$ cat src/rtl/uart_line_sched.sv
// uart_line_sched: buffers received bytes in an external FIFO and releases them to uart_tx a whole line at a time.
module uart_line_sched #(
  parameter int          DEPTH        = 16,
  parameter logic [7:0]  EOL          = 8'h0D,
  parameter int          IDLE_TIMEOUT = 1536
) (
  input  logic                         clk_in,
  input  logic                         n_rst,
  input  logic                         uart_rx_valid_in,
  input  logic [7:0]                   uart_rx_data_in,
  input  logic                         uart_tx_ready_in,
  input  logic                         fifo_empty_in,
  input  logic                         fifo_full_in,
  input  logic [7:0]                   fifo_rd_data_in,
  output logic                         fifo_wr_en,
  output logic [7:0]                   fifo_wr_data_out,
  output logic                         fifo_rd_en,
  output logic                         uart_tx_en,
  output logic [7:0]                   uart_tx_data_out,
  output logic [$clog2(DEPTH+1)-1:0]   level_out,
  output logic [$clog2(DEPTH+1)-1:0]   lines_out,
  output logic                         overflow_out,
  output logic                         draining_out
);
  localparam int LW = $clog2(DEPTH + 1);
  localparam int IW = IDLE_TIMEOUT > 0 ? $clog2(IDLE_TIMEOUT + 1) : 1;
  localparam logic [LW-1:0] FULL = LW'(DEPTH);
  localparam logic [IW-1:0] IDLE_MAX = IW'(IDLE_TIMEOUT);
  typedef enum logic [2:0] {S_IDLE, S_RD, S_RDW, S_TX, S_GUARD, S_TXW} state_t;
  state_t state, state_nxt;
  logic [IW-1:0] idle_cnt;
  logic [LW-1:0] level_nxt, lines_nxt;
  logic flush, flush_set, wr_acc, eol_in, lines_dec;
  assign wr_acc    = uart_rx_valid_in && !fifo_full_in;
  assign eol_in    = wr_acc && uart_rx_data_in == EOL;
  assign lines_dec = state == S_TXW && uart_tx_ready_in && uart_tx_data_out == EOL && lines_out != '0;
  assign flush_set = level_out != '0 && lines_out == '0 &&
                     (level_out == FULL || (IDLE_TIMEOUT > 0 && idle_cnt == IDLE_MAX));
  always_comb begin
    level_nxt = level_out + LW'(wr_acc && level_out != FULL) - LW'(fifo_rd_en && level_out != '0);
    lines_nxt = lines_out + LW'(eol_in && lines_out != FULL) - LW'(lines_dec);
  end
  always_ff @(posedge clk_in or negedge n_rst) begin
    if (!n_rst) begin
      fifo_wr_en       <= 1'b0;
      fifo_wr_data_out <= '0;
      uart_tx_data_out <= '0;
      level_out        <= '0;
      lines_out        <= '0;
      overflow_out     <= 1'b0;
      idle_cnt         <= '0;
      flush            <= 1'b0;
      state            <= S_IDLE;
    end else begin
      fifo_wr_en   <= wr_acc;
      if (wr_acc) fifo_wr_data_out <= uart_rx_data_in;
      overflow_out <= overflow_out || (uart_rx_valid_in && fifo_full_in);
      level_out    <= level_nxt;
      lines_out    <= lines_nxt;
      idle_cnt     <= uart_rx_valid_in ? '0 :
                      (level_out != '0 && idle_cnt != IDLE_MAX) ? idle_cnt + IW'(1) : idle_cnt;
      flush        <= level_out == '0 ? 1'b0 : (flush || flush_set);
      if (state == S_RDW) uart_tx_data_out <= fifo_rd_data_in;
      state        <= state_nxt;
    end
  end
  always_comb begin
    state_nxt    = state;
    fifo_rd_en   = state == S_RD && !fifo_empty_in;
    uart_tx_en   = state == S_TX;
    draining_out = state != S_IDLE;
    case (state)
      S_IDLE:  state_nxt = ((lines_out != '0 || flush) && uart_tx_ready_in) ? S_RD : S_IDLE;
      S_RD:    state_nxt = fifo_empty_in ? S_IDLE : S_RDW;
      S_RDW:   state_nxt = S_TX;
      S_TX:    state_nxt = S_GUARD;
      S_GUARD: state_nxt = S_TXW;
      // a pending complete line keeps the drain going without dropping back to idle
      S_TXW:   if (uart_tx_ready_in)
                 state_nxt = (lines_nxt != '0 ||
                              (uart_tx_data_out != EOL && flush && level_out != '0)) ? S_RD : S_IDLE;
      default: state_nxt = S_IDLE;
    endcase
  end
endmodule
$ cat config.mk
export PLATFORM = sky130hd
export DESIGN_NAME = uart_line_sched
export DESIGN_NICKNAME = d
export VERILOG_FILES = /design/src/rtl/uart_line_sched.sv
export SDC_FILE = /design/constraint.sdc
export NUM_CORES = 1
export LEC_CHECK = 0
export CAP_MARGIN = 20
export CORE_UTILIZATION = 49
export CTS_BUF_LIST = sky130_fd_sc_hd__clkbuf_16
export DETAILED_ROUTE_END_ITERATION = 12
export PLACE_DENSITY = 0.79
export SYNTH_ARGS = -nofsm -noshare
export SYNTH_HDL_FRONTEND = slang
export SYNTH_SLANG_ARGS = --single-unit
$ cat constraint.sdc
create_clock -name clk_in -period 3.3 [get_ports clk_in]
set_input_delay 0.66 -clock clk_in [delete_from_list [all_inputs] [get_ports clk_in]]
set_output_delay 0.66 -clock clk_in [all_outputs]
set_load 0.01 [all_outputs]
==> impl_metrics.tcl, run 1 <==
set metrics [dict create \
    setup_tns_ns 0 \
    critPathKind "reg2reg" \
    grt.overflow.total 0 \
    syn_inst 194 \
    pin_count 53 \
    busiest_layer "met2" \
    synthDistinctLibCells 36 \
    start_kind "register" \
    crit_path_max_incr_delay_ns 0.44 \
    synth.avg_cell_area_sq_um 11.2 \
    ir_drop_mv 0.549 \
    hold_depth 1 \
    yosysWarnings 0 \
    status "finished, final reports clean" \
    final.min_clock_period_ns 3.13 \
    cap_violations 0 \
    ant_nets 0 \
    power_leakage_nw 1.36 \
    cp_top_family "simple AND/OR/NAND/NOR gates" \
    cp_cell_sequence "nor4_2 > nand4_1 > nor4bb_2 > ha_1 > inv_1 > ha_2 > fa_2 > or3_4 > o41a_1 > a211o_1" \
    netlist_area_sq_mm 0.00217 \
    use_met2_pct 37.0 \
    final_cell_count_no_fill 308 \
    yosysSeqAreaShare_pct 49.7 \
    drv_slew 0 \
    grt_pass1_wl_mm 7.28 \
    cts_setup_buffers 0 \
    clockRootBuffer "clkbuf_16" \
    area_delta_synth_final_pct 37.2 \
    rsz0062_at_grt "yes" \
    clock.fmax_mhz 320 \
    end_kind "register" \
    core_sq_mm 0.00412 \
    relSlewSlack_pct 37.1 \
    post-route-period-util_pct 94.7 \
    setup_viol 0 \
    worstPathRequired_ns 3.47 \
    cp.arrival_ns 3.29 \
    cts_tree "yes" \
    die_w_um 68.5 \
    r2r_start "uart_tx_data_out[6]" \
    cp_max_fo 3 \
    drt-pass1-iter-count 4 \
    cts_sinks 43 \
    worst_slew_pin_slew_ns 0.943 \
    ctsHoldBuffers 0 \
    clock_path_buffers 2 \
    hold_viol_final 0 \
    initial_utilization_pct 52.7 \
    path_clk_slew_ns 0.06 \
    grt.met3_usage_pct 6.41 \
    num_rows 23 \
    hold_ws_ns 0.473 \
    drtIter0Drc 59 \
    skew_ns 0.00524 \
    hold_path_end "overflow_out" \
    hold_path.class "reg2reg" \
    grt_max_degree 44 \
    rr_worst_depth 10 \
    gp_congestion 0.797 \
    p_per_area_mw_per_mm2 787 \
    vias 1599 \
    chipHeight_um 68.5 \
    ys_ff_latch 43 \
    die_area_sq_mm 0.00469 \
    dp_cells 302 \
    clk_latency_ns 0.28 \
    final_nets 297 \
    slowest_stage "fa_2" \
    met1_usage_pct 25.8 \
    fillers 300 \
    numCtsBuffers 5 \
    io_buffer_count 52 \
    hold_path.startpoint "overflow_out" \
    grt_usage_pct 21.8 \
    antenna_found_initial 0 \
    drt_wl_total_mm 4.54 \
    post-dp-hpwl_mm 3.31 \
    syn_nets 232 \
    drcViolationCount 0 \
    drive_gt1_share_pct 16.7 \
    wire_per_inst_um 14.7 \
    drt-vias-per-instance 5.19 \
    path_buf_inv 1 \
    diodes 0 \
    htree_levels 2 \
    grt_pass1_vias 1643 \
    r2r-end "state[0]" \
    rrSetupSlack_ns 0.17 \
]
per-layer routing:
metal  vias to the layer above  routed length [um]
met2                        29                2290
met3                         6                 216
met5                         -                   0
met4                         0                  68
li1                        796                   -
met1                       768                1960
state kept, by name (all words and copies together) (netlist names):
name / count
level_out: 5
overflow_out: 1
flush: 1
state: 3
uart_tx_data_out: 8
idle_cnt: 11
lines_out: 5
fifo_wr_en: 1
fifo_wr_data_out: 8
area by class of cell:
cell class	instances	area, sq um	area share [%]
repair buffers	61	584	19.6
multi-input cells	130	1050	35.5
clock buffers	5	125	4.21
well taps	50	62.6	2.10
flip-flops and latches	43	1080	36.2
clock inverters	1	3.75	0.126
inverters	18	67.6	2.27
cell usage after synthesis, drive strengths merged:
cell type  count  area [sq um]
dfrtp         43          1080
inv           18          67.6
nor2          18          67.6
mux2          16           180
ha            14           175
nand2         11          41.3
xor2          10          87.6
a21oi          9          45.0
xnor2          6          52.6
nand4          5          31.3
nor4b          4          50.1
o21ai          4          20.0
or3            4          25.0
a21o           3          22.5
clkbuf         3          11.3
nand3          3          15.0
nor3           3          20.0
nor4           3          18.8
fa             2          40.0
a211o          1          8.76
a31o           1          8.76
a31oi          1          6.26
and2           1          6.26
and3           1          6.26
and3b          1          8.76
and4           1          8.76
nand2b         1          6.26
nand4bb        1          11.3
nor2b          1          6.26
nor3b          1          7.51
nor4bb         1          10.0
o21bai         1          7.51
o41a           1          11.3
or2            1          6.26
where the power goes:
part	total (W)	switching [W]	internal [W]
sequential	0.000824	0.000140	0.000684
combinational	0.00107	0.000464	0.000603
clock	0.000450	0.000182	0.000269
total	0.00234	0.000786	0.00156
cells by family (layout without fill, tap and decap cells):
| group | after synthesis | in the layout | synth area share (%) |
|---|---|---|---|
| AOI/OAI and AO/OA | 21 | 21 | 6.00 |
| xor gates and xnor gates | 16 | 16 | 6.47 |
| adders and majority gates | 16 | 16 | 9.93 |
| buffers and inverters | 21 | 85 | 3.64 |
| DFF | 43 | 43 | 49.7 |
| muxes | 16 | 16 | 8.31 |
| and+or+nand+nor | 61 | 61 | 16.0 |
cell usage in the layout, fill, tap and decap left out, types with 2 or more instances in the layout:
cell,n
a21o_1,3
a21oi_1,9
buf_4,9
clkbuf_16,5
clkdlybuf4s50_1,46
dfrtp_1,43
dlygate4sd2_1,3
dlymetal6s2s_1,2
ha_1,13
inv_1,18
mux2_2,16
nand2_1,11
nand3_1,3
nand4_1,5
nor2_1,18
nor3_2,2
nor4_1,2
nor4b_1,2
nor4b_4,2
o21ai_0,4
or3_1,3
xnor2_1,6
xor2_1,10
per-stage QoR:
step / total power [W] / instance area, sq um / worst slack, ns / util [%]
after CTS: 0.00235 / 2950 / 0.0180 / 71.6
after global routing: 0.00252 / 2970 / -0.0209 / 72.3
after floorplan: 0.00140 / 2170 / 0.0736 / -
final: 0.00234 / 2970 / 0.174 / 72.3
after detailed placement: 0.00189 / 2800 / -0.494 / 68.1
after global placement: 0.00185 / 2800 / -0.381 / 68.1
how the worst max path moves through the flow:
| stage | startpoint | endpoint | slack, ns | cells after the start |
|---|---|---|---|---|
| finish | uart_tx_data_out[6] | state[0] | 0.17 | 10 |
| floorplan | fifo_full_in | state[0] | 0.07 | 12 |
| CTS | uart_rx_data_in[0] | state[0] | 0.02 | 10 |
| global placement | uart_rx_data_in[1] | state[0] | -0.38 | 11 |
| detailed placement | uart_rx_data_in[1] | state[0] | -0.49 | 11 |
| global route | uart_tx_data_out[6] | state[0] | -0.02 | 10 |
what timing repair did:
action | in CTS | in global routing
resized for setup | 7 | 7
pin swaps | 5 | 8
setup endpoints to repair | 1 | 1
No activity file was read; power rests on OpenSTA's default activity.
==> run 2, diff against run 1 <==
--- a/config.mk
+++ b/config.mk
@@ -6,6 +6,7 @@
 export NUM_CORES = 1
 export LEC_CHECK = 0
 export CAP_MARGIN = 20
+export CORE_MARGIN = 2
 export CORE_UTILIZATION = 49
 export CTS_BUF_LIST = sky130_fd_sc_hd__clkbuf_16
 export DETAILED_ROUTE_END_ITERATION = 12
==> constraint.sdc (replaced) <==
create_clock -name clk_in -period 3.3 [get_ports clk_in]
set_input_delay 0.66 -clock clk_in [delete_from_list [all_inputs] [get_ports clk_in]]
set_output_delay 0.66 -clock clk_in [all_outputs]
set_load 0.02 [all_outputs]
==> run 2 against run 1 <==
Against the previous run:
- die area increased by 5.9%
- sequential power increased by 2%
- non-clock buffer count increased by 3
- critical path depth unchanged
- combinational power increased by 12%
- global-route usage decreased by 1.9 points
- setup slack got worse by 0.12 ns
- maximum frequency decreased by 3.8%
- worst hold slack got worse by 0.010 ns
- clock power increased by 39%
- flip-flop and latch count unchanged
- clock skew increased by 0.0016 ns
- critical endpoint unchanged
- largest cell class unchanged
- largest power group unchanged
==> impl_metrics.tcl, run 2 (synthesis gave the netlist of run 1 again) <==
set metrics [dict create \
    p_per_area_mw_per_mm2 872 \
    diodes 0 \
    post-dp-hpwl_mm 3.14 \
    intPower_w 0.00174 \
    largest_reg_flops 11 \
    path_clk_slew_ns 0.06 \
    hold_depth 1 \
    drt-vias-per-instance 5.20 \
    start_kind "register" \
    pin_count 53 \
    ant_nets 0 \
    top_regs "idle_cnt (11), fifo_wr_data_out (8), uart_tx_data_out (8)" \
    ctsHoldBuffers 0 \
    ir_drop_mv 0.651 \
    skew_ns 0.00686 \
    drt_wl_total_mm 4.56 \
    cts_tree "yes" \
    clock.fmax_mhz 308 \
    grt_pass1_wl_mm 7.65 \
    clockPowerShare_pct 23.5 \
    die_area_sq_mm 0.00497 \
    core_sq_mm 0.00429 \
    gp_congestion 0.767 \
    drtIter0Drc 74 \
    worstPathRequired_ns 3.46 \
    grt_pass1_vias 1650 \
    worst_slack_ns 0.0508 \
    dp_slack_ns -0.471 \
    wire_per_inst_um 14.5 \
    final_nets 300 \
    clockRootBuffer "clkbuf_16" \
    vias 1639 \
    layout_commonest_cell "clkdlybuf4s50_1" \
    grt_usage_pct 19.9 \
    hold_viol_final 0 \
    grt.overflow.total 0 \
    hold_path.class "reg2reg" \
    drt-pass1-iter-count 4 \
    cap_violations 0 \
    post-route-period-util_pct 98.5 \
    io_buffer_count 52 \
    setup_viol 0 \
    clk_latency_ns 0.28 \
    clock_path_buffers 2 \
    numCtsBuffers 5 \
    cp_max_fo 2 \
    switching_share_pct 34.8 \
    relSlewSlack_pct 37.4 \
    drcViolationCount 0 \
    worst_slew_pin_slew_ns 0.939 \
    hold_path.startpoint "overflow_out" \
    num_rows 24 \
    dpl_cell_area_sq_mm 0.00280 \
    drive_gt1_share_pct 18.3 \
    grt_max_degree 44 \
    fillers 318 \
    power_leakage_nw 1.38 \
    rrSetupSlack_ns 0.05 \
    area_delta_synth_final_pct 41.1 \
    cp.arrival_ns 3.41 \
    final_area_sq_mm 0.00306 \
    final.min_clock_period_ns 3.25 \
    rr_worst_depth 10 \
    hold_path_end "overflow_out" \
    pwr-share-comb_pct 45.0 \
    chipHeight_um 70.5 \
    seq_power_share_pct 31.4 \
    hold_ws_ns 0.463 \
    r2r-end "state[0]" \
    htree_levels 2 \
    switchingPower_w 0.000928 \
    r2r_start "uart_tx_data_out[6]" \
    end_kind "register" \
    cts_sinks 43 \
    rsz0062_at_grt "yes" \
    p_total_w 0.00267 \
    antenna_found_initial 0 \
    layout_common_cells "clkdlybuf4s50_1, dfrtp_1, inv_1, nor2_1, mux2_2" \
    die_w_um 70.5 \
    regMostFlops "idle_cnt" \
    drv_slew 0 \
    critPathKind "reg2reg" \
    status "finished, final reports clean" \
    initial_utilization_pct 50.5 \
]
-- run 2: power by group through the flow --
stage / registers, W / clock network, W / logic, W
detailed placement: 0.000831 / 0 / 0.00114
global route: 0.000864 / 0.000661 / 0.00131
CTS: 0.000828 / 0.000634 / 0.00117
global placement: 0.000824 / 0 / 0.00111
finish: 0.000838 / 0.000627 / 0.00120
floorplan: 0.000956 / 0 / 0.000542
-- run 2: worst max-delay path by stage --
stage / end / cells after the start / start / slack [ns]
2_1_floorplan: state[0] / 12 / fifo_full_in / 0.07
3_3_place_gp: state[0] / 11 / uart_rx_data_in[1] / -0.38
3_5_place_dp: state[0] / 11 / uart_rx_data_in[1] / -0.47
4_1_cts: state[0] / 13 / fifo_full_in / 0.04
5_1_grt: state[0] / 13 / uart_rx_data_in[2] / -0.11
6_report: state[0] / 10 / uart_tx_data_out[6] / 0.05
-- run 2: cell type report --
type	count	area [sq um]	share of cell area, %
clock inverters	3	63.8	2.09
clock buffers	5	125	4.09
inverters	18	67.6	2.21
well taps	52	65.1	2.13
flip-flops and latches	43	1080	35.2
repair buffers	64	606	19.8
multi-input cells	130	1050	34.5
-- run 2: timing repair --
| action | in CTS | in global routing |
|---|---|---|
| buffers inserted | 2 | 1 |
| endpoints found under the setup margin | 1 | 1 |
| resized for setup | 8 | 4 |
| pin swaps | 10 | 9 |
-- run 2: worst max-delay path, stage by stage (launching register included) --
cell	delay, ns
dfrtp_1	0.41
nor4_4	0.31
nand4_1	0.20
nor4bb_2	0.33
ha_1	0.28
inv_1	0.07
ha_2	0.18
fa_2	0.45
or3_1	0.35
o41a_1	0.30
a211o_1	0.23
-- run 2: per-stage QoR --
step | utilization (%) | TNS, ns | std cells
2_1_floorplan | - | 0 | 194
3_3_place_gp | 65.3 | -0.384 | 304
3_5_place_dp | 65.3 | -0.471 | 304
4_1_cts | 70.7 | 0 | 314
5_1_grt | 71.2 | -0.112 | 315
6_report | 71.2 | 0 | 315
-- run 2: metal layers --
layer	up-vias	track usage (%)	share of wire, %
li1	801	-	-
met1	788	25.0	41
met2	40	32.3	51
met3	10	5.92	5.2
met4	0	8.12	1.8
met5	-	0	0
==> run 3, diff against run 2 <==
--- a/config.mk
+++ b/config.mk
@@ -10,6 +10,7 @@
 export CORE_UTILIZATION = 49
 export CTS_BUF_LIST = sky130_fd_sc_hd__clkbuf_16
 export DETAILED_ROUTE_END_ITERATION = 12
+export MAX_ROUTING_LAYER = met4
 export PLACE_DENSITY = 0.79
 export SYNTH_ARGS = -nofsm -noshare
 export SYNTH_HDL_FRONTEND = slang
==> run 3 against run 2 <==
Against the previous run:
- die area unchanged
- sequential power about the same
- clock skew about the same
- clock-buffer cell count unchanged
- wire length increased by 0.26%
- power about the same
- maximum frequency about the same
- non-clock buffer count unchanged
- critical path type is now in2reg
- largest cell class unchanged
==> impl_metrics.tcl, run 3 (synthesis gave the netlist of run 1 again) <==
set metrics [dict create \
    status "finished, final reports clean" \
    drt-pass1-iter-count 4 \
    grt_max_degree 44 \
    clock_path_buffers 2 \
    clockRootBuffer "clkbuf_16" \
    chipHeight_um 70.5 \
    largest_reg_flops 11 \
    top_regs "idle_cnt (11), fifo_wr_data_out (8), uart_tx_data_out (8)" \
    path_clk_slew_ns 0.06 \
    clockPowerShare_pct 23.5 \
    gp_congestion 0.777 \
    rr_worst_depth 10 \
    critPathKind "in2reg" \
    pwr-share-comb_pct 45.0 \
    setup_tns_ns 0 \
    seq_power_share_pct 31.5 \
    cp_max_fo 2 \
    start_kind "input port" \
    cp_cell_sequence "clkdlybuf4s50_1 > nand2_1 > nor3_2 > nand4_1 > ha_1 > inv_1 > ha_2 > fa_2 > a21oi_2 > o21bai_1 > xnor2_1 > o41a_1 > a211o_1" \
    ant_nets 0 \
    vias 1652 \
    final.min_clock_period_ns 3.25 \
    grt_pass1_wl_mm 7.65 \
    layout_commonest_cell "clkdlybuf4s50_1" \
    worst_slew_pin_slew_ns 0.931 \
    ctsHoldBuffers 0 \
    io_buffer_count 52 \
    ir_drop_mv 0.652 \
    switching_share_pct 34.9 \
    die_w_um 70.5 \
    numCtsBuffers 5 \
    core_sq_mm 0.00429 \
    worstPathRequired_ns 3.46 \
    grt.overflow.total 0 \
    final_cell_count_no_fill 315 \
    switchingPower_w 0.000930 \
    intPower_w 0.00174 \
    diodes 0 \
    power_leakage_nw 1.38 \
    dp_cells 304 \
    drt-vias-per-instance 5.24 \
    die_area_sq_mm 0.00497 \
    layout_common_cells "clkdlybuf4s50_1, dfrtp_1, inv_1, nor2_1, mux2_2" \
    htree_levels 2 \
    final_nets 300 \
    initial_utilization_pct 50.5 \
    hold_depth 1 \
    cts_sinks 43 \
    end_kind "register" \
    area_delta_synth_final_pct 41.1 \
    drcViolationCount 0 \
    crit_cells 13 \
    cp_top_family "compound AO/OA/AOI/OAI gates" \
    antenna_found_initial 0 \
    hold_path.class "reg2reg" \
    crit_path_max_incr_delay_ns 0.47 \
    setup_viol 0 \
    cp.arrival_ns 3.41 \
    wire_per_inst_um 14.5 \
    hold_viol_final 0 \
    rsz0062_at_grt "yes" \
    num_rows 24 \
    skew_ns 0.00698 \
    relSlewSlack_pct 38.0 \
    post-route-period-util_pct 98.4 \
    regMostFlops "idle_cnt" \
    drive_gt1_share_pct 18.3 \
    drtIter0Drc 95 \
    slowest_stage "clkdlybuf4s50_1" \
    pin_count 53 \
    grt_pass1_vias 1650 \
    clock.fmax_mhz 308 \
    drt_wl_total_mm 4.57 \
    p_per_area_mw_per_mm2 872 \
    drv_slew 0 \
    clk_latency_ns 0.28 \
    grt_usage_pct 20.5 \
    path_buf_inv 2 \
    cap_violations 0 \
    post-dp-hpwl_mm 3.14 \
    cts_tree "yes" \
]
[run 3: cell counts in the layout (fill, tap and decap cells not counted)]
No cell type changed its count.
[run 3: through the flow]
| stage | utilization [%] | setup slack [ns] | instance area [sq um] | hold slack, ns | total power [W] |
|---|---|---|---|---|---|
| floorplan | - | 0.0736 | 2170 | 0.364 | 0.00150 |
| global placement | 65.3 | -0.384 | 2800 | 0.447 | 0.00193 |
| detailed placement | 65.3 | -0.471 | 2800 | 0.452 | 0.00197 |
| CTS | 70.7 | 0.0358 | 3030 | 0.471 | 0.00263 |
| global route | 71.2 | -0.112 | 3060 | 0.499 | 0.00283 |
| finish | 71.2 | 0.0539 | 3060 | 0.463 | 0.00267 |
[run 3: what timing repair did]
item                                    4_1_cts  5_1_grt
pin swaps                                    10        9
gates resized for setup                       8        4
endpoints found under the setup margin        1        1
buffers inserted                              2        1
[run 3: power groups by stage]
stage                     Clock [W]  Sequential (W)  Combinational (W)
after global routing       0.000663        0.000864            0.00131
after CTS                  0.000634        0.000828            0.00117
after global placement            0        0.000824            0.00111
after detailed placement          0        0.000831            0.00114
after floorplan                   0        0.000956           0.000542
final                      0.000627        0.000841            0.00120
[run 3: worst paths after layout]
| kind | slack [ns] | from | to |
|---|---|---|---|
| min in group asynchronous | 0.52 | n_rst | fifo_wr_data_out[5] |
| worst min-delay path | 0.46 | overflow_out | overflow_out |
| worst min register to register | 0.46 | overflow_out | overflow_out |
| worst max register to register | 0.06 | uart_tx_data_out[6] | state[0] |
| worst max-delay path | 0.05 | uart_rx_data_in[2] | state[0] |
| max in group asynchronous | 2.20 | n_rst | uart_tx_data_out[1] |
[run 3: final cells by class]
| class | count | area, sq um |
|---|---|---|
| clock inverters | 3 | 63.8 |
| repair buffers | 64 | 606 |
| fillers | 318 | 1240 |
| multi-input cells | 130 | 1050 |
| clock buffers | 5 | 125 |
| flip-flops and latches | 43 | 1080 |
| inverters | 18 | 67.6 |
| well taps | 52 | 65.1 |
[run 3: layer usage]
layer	vias to the layer above	global-route usage [%]	part of all wire (%)
li1	799	-	-
met1	793	24.9	41
met2	50	32.4	52
met3	10	5.92	5.9
met4	0	8.12	1.8
met5	-	-	0
==> RTL change (config.mk and constraints of run 3) <==
Re-encode `state_t` (6 states) as one-hot, 6 bits wide.
--- a/src/rtl/uart_line_sched.sv
+++ b/src/rtl/uart_line_sched.sv
@@ -26,7 +26,7 @@
   localparam int IW = IDLE_TIMEOUT > 0 ? $clog2(IDLE_TIMEOUT + 1) : 1;
   localparam logic [LW-1:0] FULL = LW'(DEPTH);
   localparam logic [IW-1:0] IDLE_MAX = IW'(IDLE_TIMEOUT);
-  typedef enum logic [2:0] {S_IDLE, S_RD, S_RDW, S_TX, S_GUARD, S_TXW} state_t;
+  typedef enum logic [5:0] {S_IDLE = 6'b000001, S_RD = 6'b000010, S_RDW = 6'b000100, S_TX = 6'b001000, S_GUARD = 6'b010000, S_TXW = 6'b100000} state_t;
   state_t state, state_nxt;
   logic [IW-1:0] idle_cnt;
   logic [LW-1:0] level_nxt, lines_nxt;
Check against the original RTL: same outputs for any inputs over 10 cycles, from zero or initial values and one cycle with n_rst low; not proved beyond that.
==> RTL change against run 3 <==
  * The flow now finishes with violations (negative setup slack)
  * Synthesized cell count rose by 13%
  * Final area rose by 10%
  * First-iteration DRC count rose by 25%
  * Power fell by 1.2%
  * Setup slack got worse by 0.15 ns
  * Sequential cell count rose by 3
  * Via count rose by 13%
  * Wire length rose by 20%
  * Final cell count rose by 9.8%
  * Global-route usage rose by 1.3 points
  * Register-to-register slack got worse by 0.02 ns
  * Combinational power fell by 5%
  * Area after synthesis rose by 9.9%
  * Highest routed layer unchanged
==> RTL change: results (changes against run 3) <==
[outcome] status complete, but fails checks
[outcome] failing checks negative setup slack
[worst_setup_path] category of the most critical setup path input port to flip-flop
[finish] Fill cells 338 [+6.3%]
[worst_setup_path] origin of the worst setup path uart_rx_data_in[1]
[grt] antenna violations before repair 0 [unchanged]
[detailed_routing] routed vias/inst 5.42 [+3.3%]
[worst_setup_path] worst r2r path cells 13 [+3]
[detailed_routing] Met1 Routed Length 2310 um [+24%]
[placed_design] gp weighted congestion 0.926 [+19%]
[clocking] Clock Tree Buf Depth 2 [unchanged]
[detailed_routing] highest metal used met4
[placed_design] number of buffers inserted by port buffering 52 [unchanged]
[worst_setup_path] destination of the worst register-to-register timing path state[0]
[finish] layout cell share with drive strength beyond 1 0.240 [+0.0572]
[min_path] Tightest Hold Check Type input port to async pin
[finish] final net count 329 [+9.7%]
[grt] pin count of the biggest net entering global routing 47 [+6.8%]
[placed_design] post-detail-place hpwl 3510 um [+12%]
[worst_setup_path] Top Family by Delay on Critical Path simple AND/OR/NAND/NOR gates
[detailed_routing] Met2 Routed Length 2830 um [+20%]
[timing] relative max-transition margin 0.594 [+0.215]
[detailed_routing] wirelength, routed 5510 um [+20%]
[worst_setup_path] register-to-register setup slack 0.04 ns [-0.02 ns]
[placed_design] post-placement setup slack -0.707 ns [-0.236 ns]
[synthesis] post-synth cell types 40 [+11%]
[grt] number of global-route vias before repair 1811 [+9.8%]
[synthesis] top area cells in the synthesized netlist dfrtp_1, mux2_2, ha_1, xor2_1, nor2_1
[grt] All-Layer GR Usage 0.219 [+0.0135]
[synthesis] sequential area share after synthesis 0.484 [-0.0126]
[timing] Max Clock Skew 0.00442 ns [-0.00256 ns]
[detailed_routing] routed length on met3 251 um [-7.0%]
[synthesis] Synth Net Count 257 [+11%]
[run] number of maximum-capacitance constraint violations 0 [unchanged]
[power] static leakage 1.53 nW [+11%]
[placed_design] placed standard-cell area 3010 um^2 [+7.5%]
[timing] Final setup viols 2 [+2]
[clocking] CTS Buf Count 5 [unchanged]
[detailed_routing] DR iter-0 viols 119 [+25%]
[detailed_routing] Detailed Routing Iterations Pass 1 4 [unchanged]
[grt] global-route wire length before repair 8570 um [+12%]
[worst_setup_path] CP max stage delay 0.42 ns [-0.05 ns]
[synthesis] most frequent cells after synthesis dfrtp_1, nor2_1, inv_1
[power] peak supply drop 0.388 mV [-40%]
[worst_setup_path] Crit Reg-Reg Startpoint lines_out[3]
[timing] setup ws final -0.101 ns [-0.155 ns]
[worst_setup_path] critical-path cell with the highest stage delay fa_2
[timing] Min Hold Slack 0.197 ns [-0.266 ns]
[worst_setup_path] worst path arrival time 3.61 ns [+0.20 ns]
[RTL change: power by group]
group / total, mW / internal (mW) / switching, mW
clock: 0.640 / 0.431 / 0.209
combinational: 1.14 / 0.593 / 0.546
sequential: 0.855 / 0.716 / 0.140
[RTL change: layout make-up]
type | count | area, um^2 | area share
Tap cell | 54 | 67.6 | 0.0200
Timing Repair Buffer | 69 | 647 | 0.192
Clock buffer | 5 | 125 | 0.0371
Inverter | 20 | 75.1 | 0.0223
Clock inverter | 3 | 63.8 | 0.0189
Multi-Input combinational cell | 149 | 1240 | 0.368
Sequential cell | 46 | 1150 | 0.342
[RTL change: cell families after synthesis]
| family | share of synthesized area |
|---|---|
| buffers and inverters | 0.0378 |
| flip-flops | 0.484 |
| multiplexers | 0.0757 |
| XOR/XNOR | 0.0699 |
| AND/OR/NAND/NOR | 0.183 |
| AO/OA/AOI/OAI | 0.0594 |
| adder cells (fa/ha/maj) | 0.0904 |
[RTL change: repair_timing]
action / 4_1_cts / 5_1_grt
setup buffers: 8 / 1
resized for setup: 28 / 14
endpoints found under the setup margin: 2 / 2
pin swaps: 13 / 9
[RTL change: how the worst max path moves through the flow]
stage	to	slack, ns	cells after the start
after floorplan	state[1]	-0.02	13
after global placement	state[1]	-0.58	12
after detailed placement	state[1]	-0.71	12
after CTS	state[0]	-0.11	13
after global routing	state[0]	-0.20	14
final	state[0]	-0.10	13
[RTL change: worst register-to-register path, cell delays in order (launching register included)]
cell and delay, ns:
dfrtp_2 0.41, inv_2 0.08, ha_4 0.14, or4b_4 0.47
nand2_2 0.08, nor3_2 0.05, ha_1 0.29, inv_2 0.04
ha_4 0.16, fa_2 0.42, xor2_2 0.17, a2111o_1 0.31
or4_1 0.41, a31oi_1 0.17
[RTL change: per-layer routing]
metal  GRT usage  vias up
li1            -      900
met1       0.265      900
met2       0.358       63
met3      0.0521       11
met4      0.0747        0
met5           -        -
[RTL change: per-stage QoR]
stage          setup TNS [ns]  instances
3_3_place_gp            -1.16        328
6_report               -0.194        346
4_1_cts                -0.109        344
3_5_place_dp            -1.58        328
5_1_grt                -0.363        346
2_1_floorplan         -0.0403        219
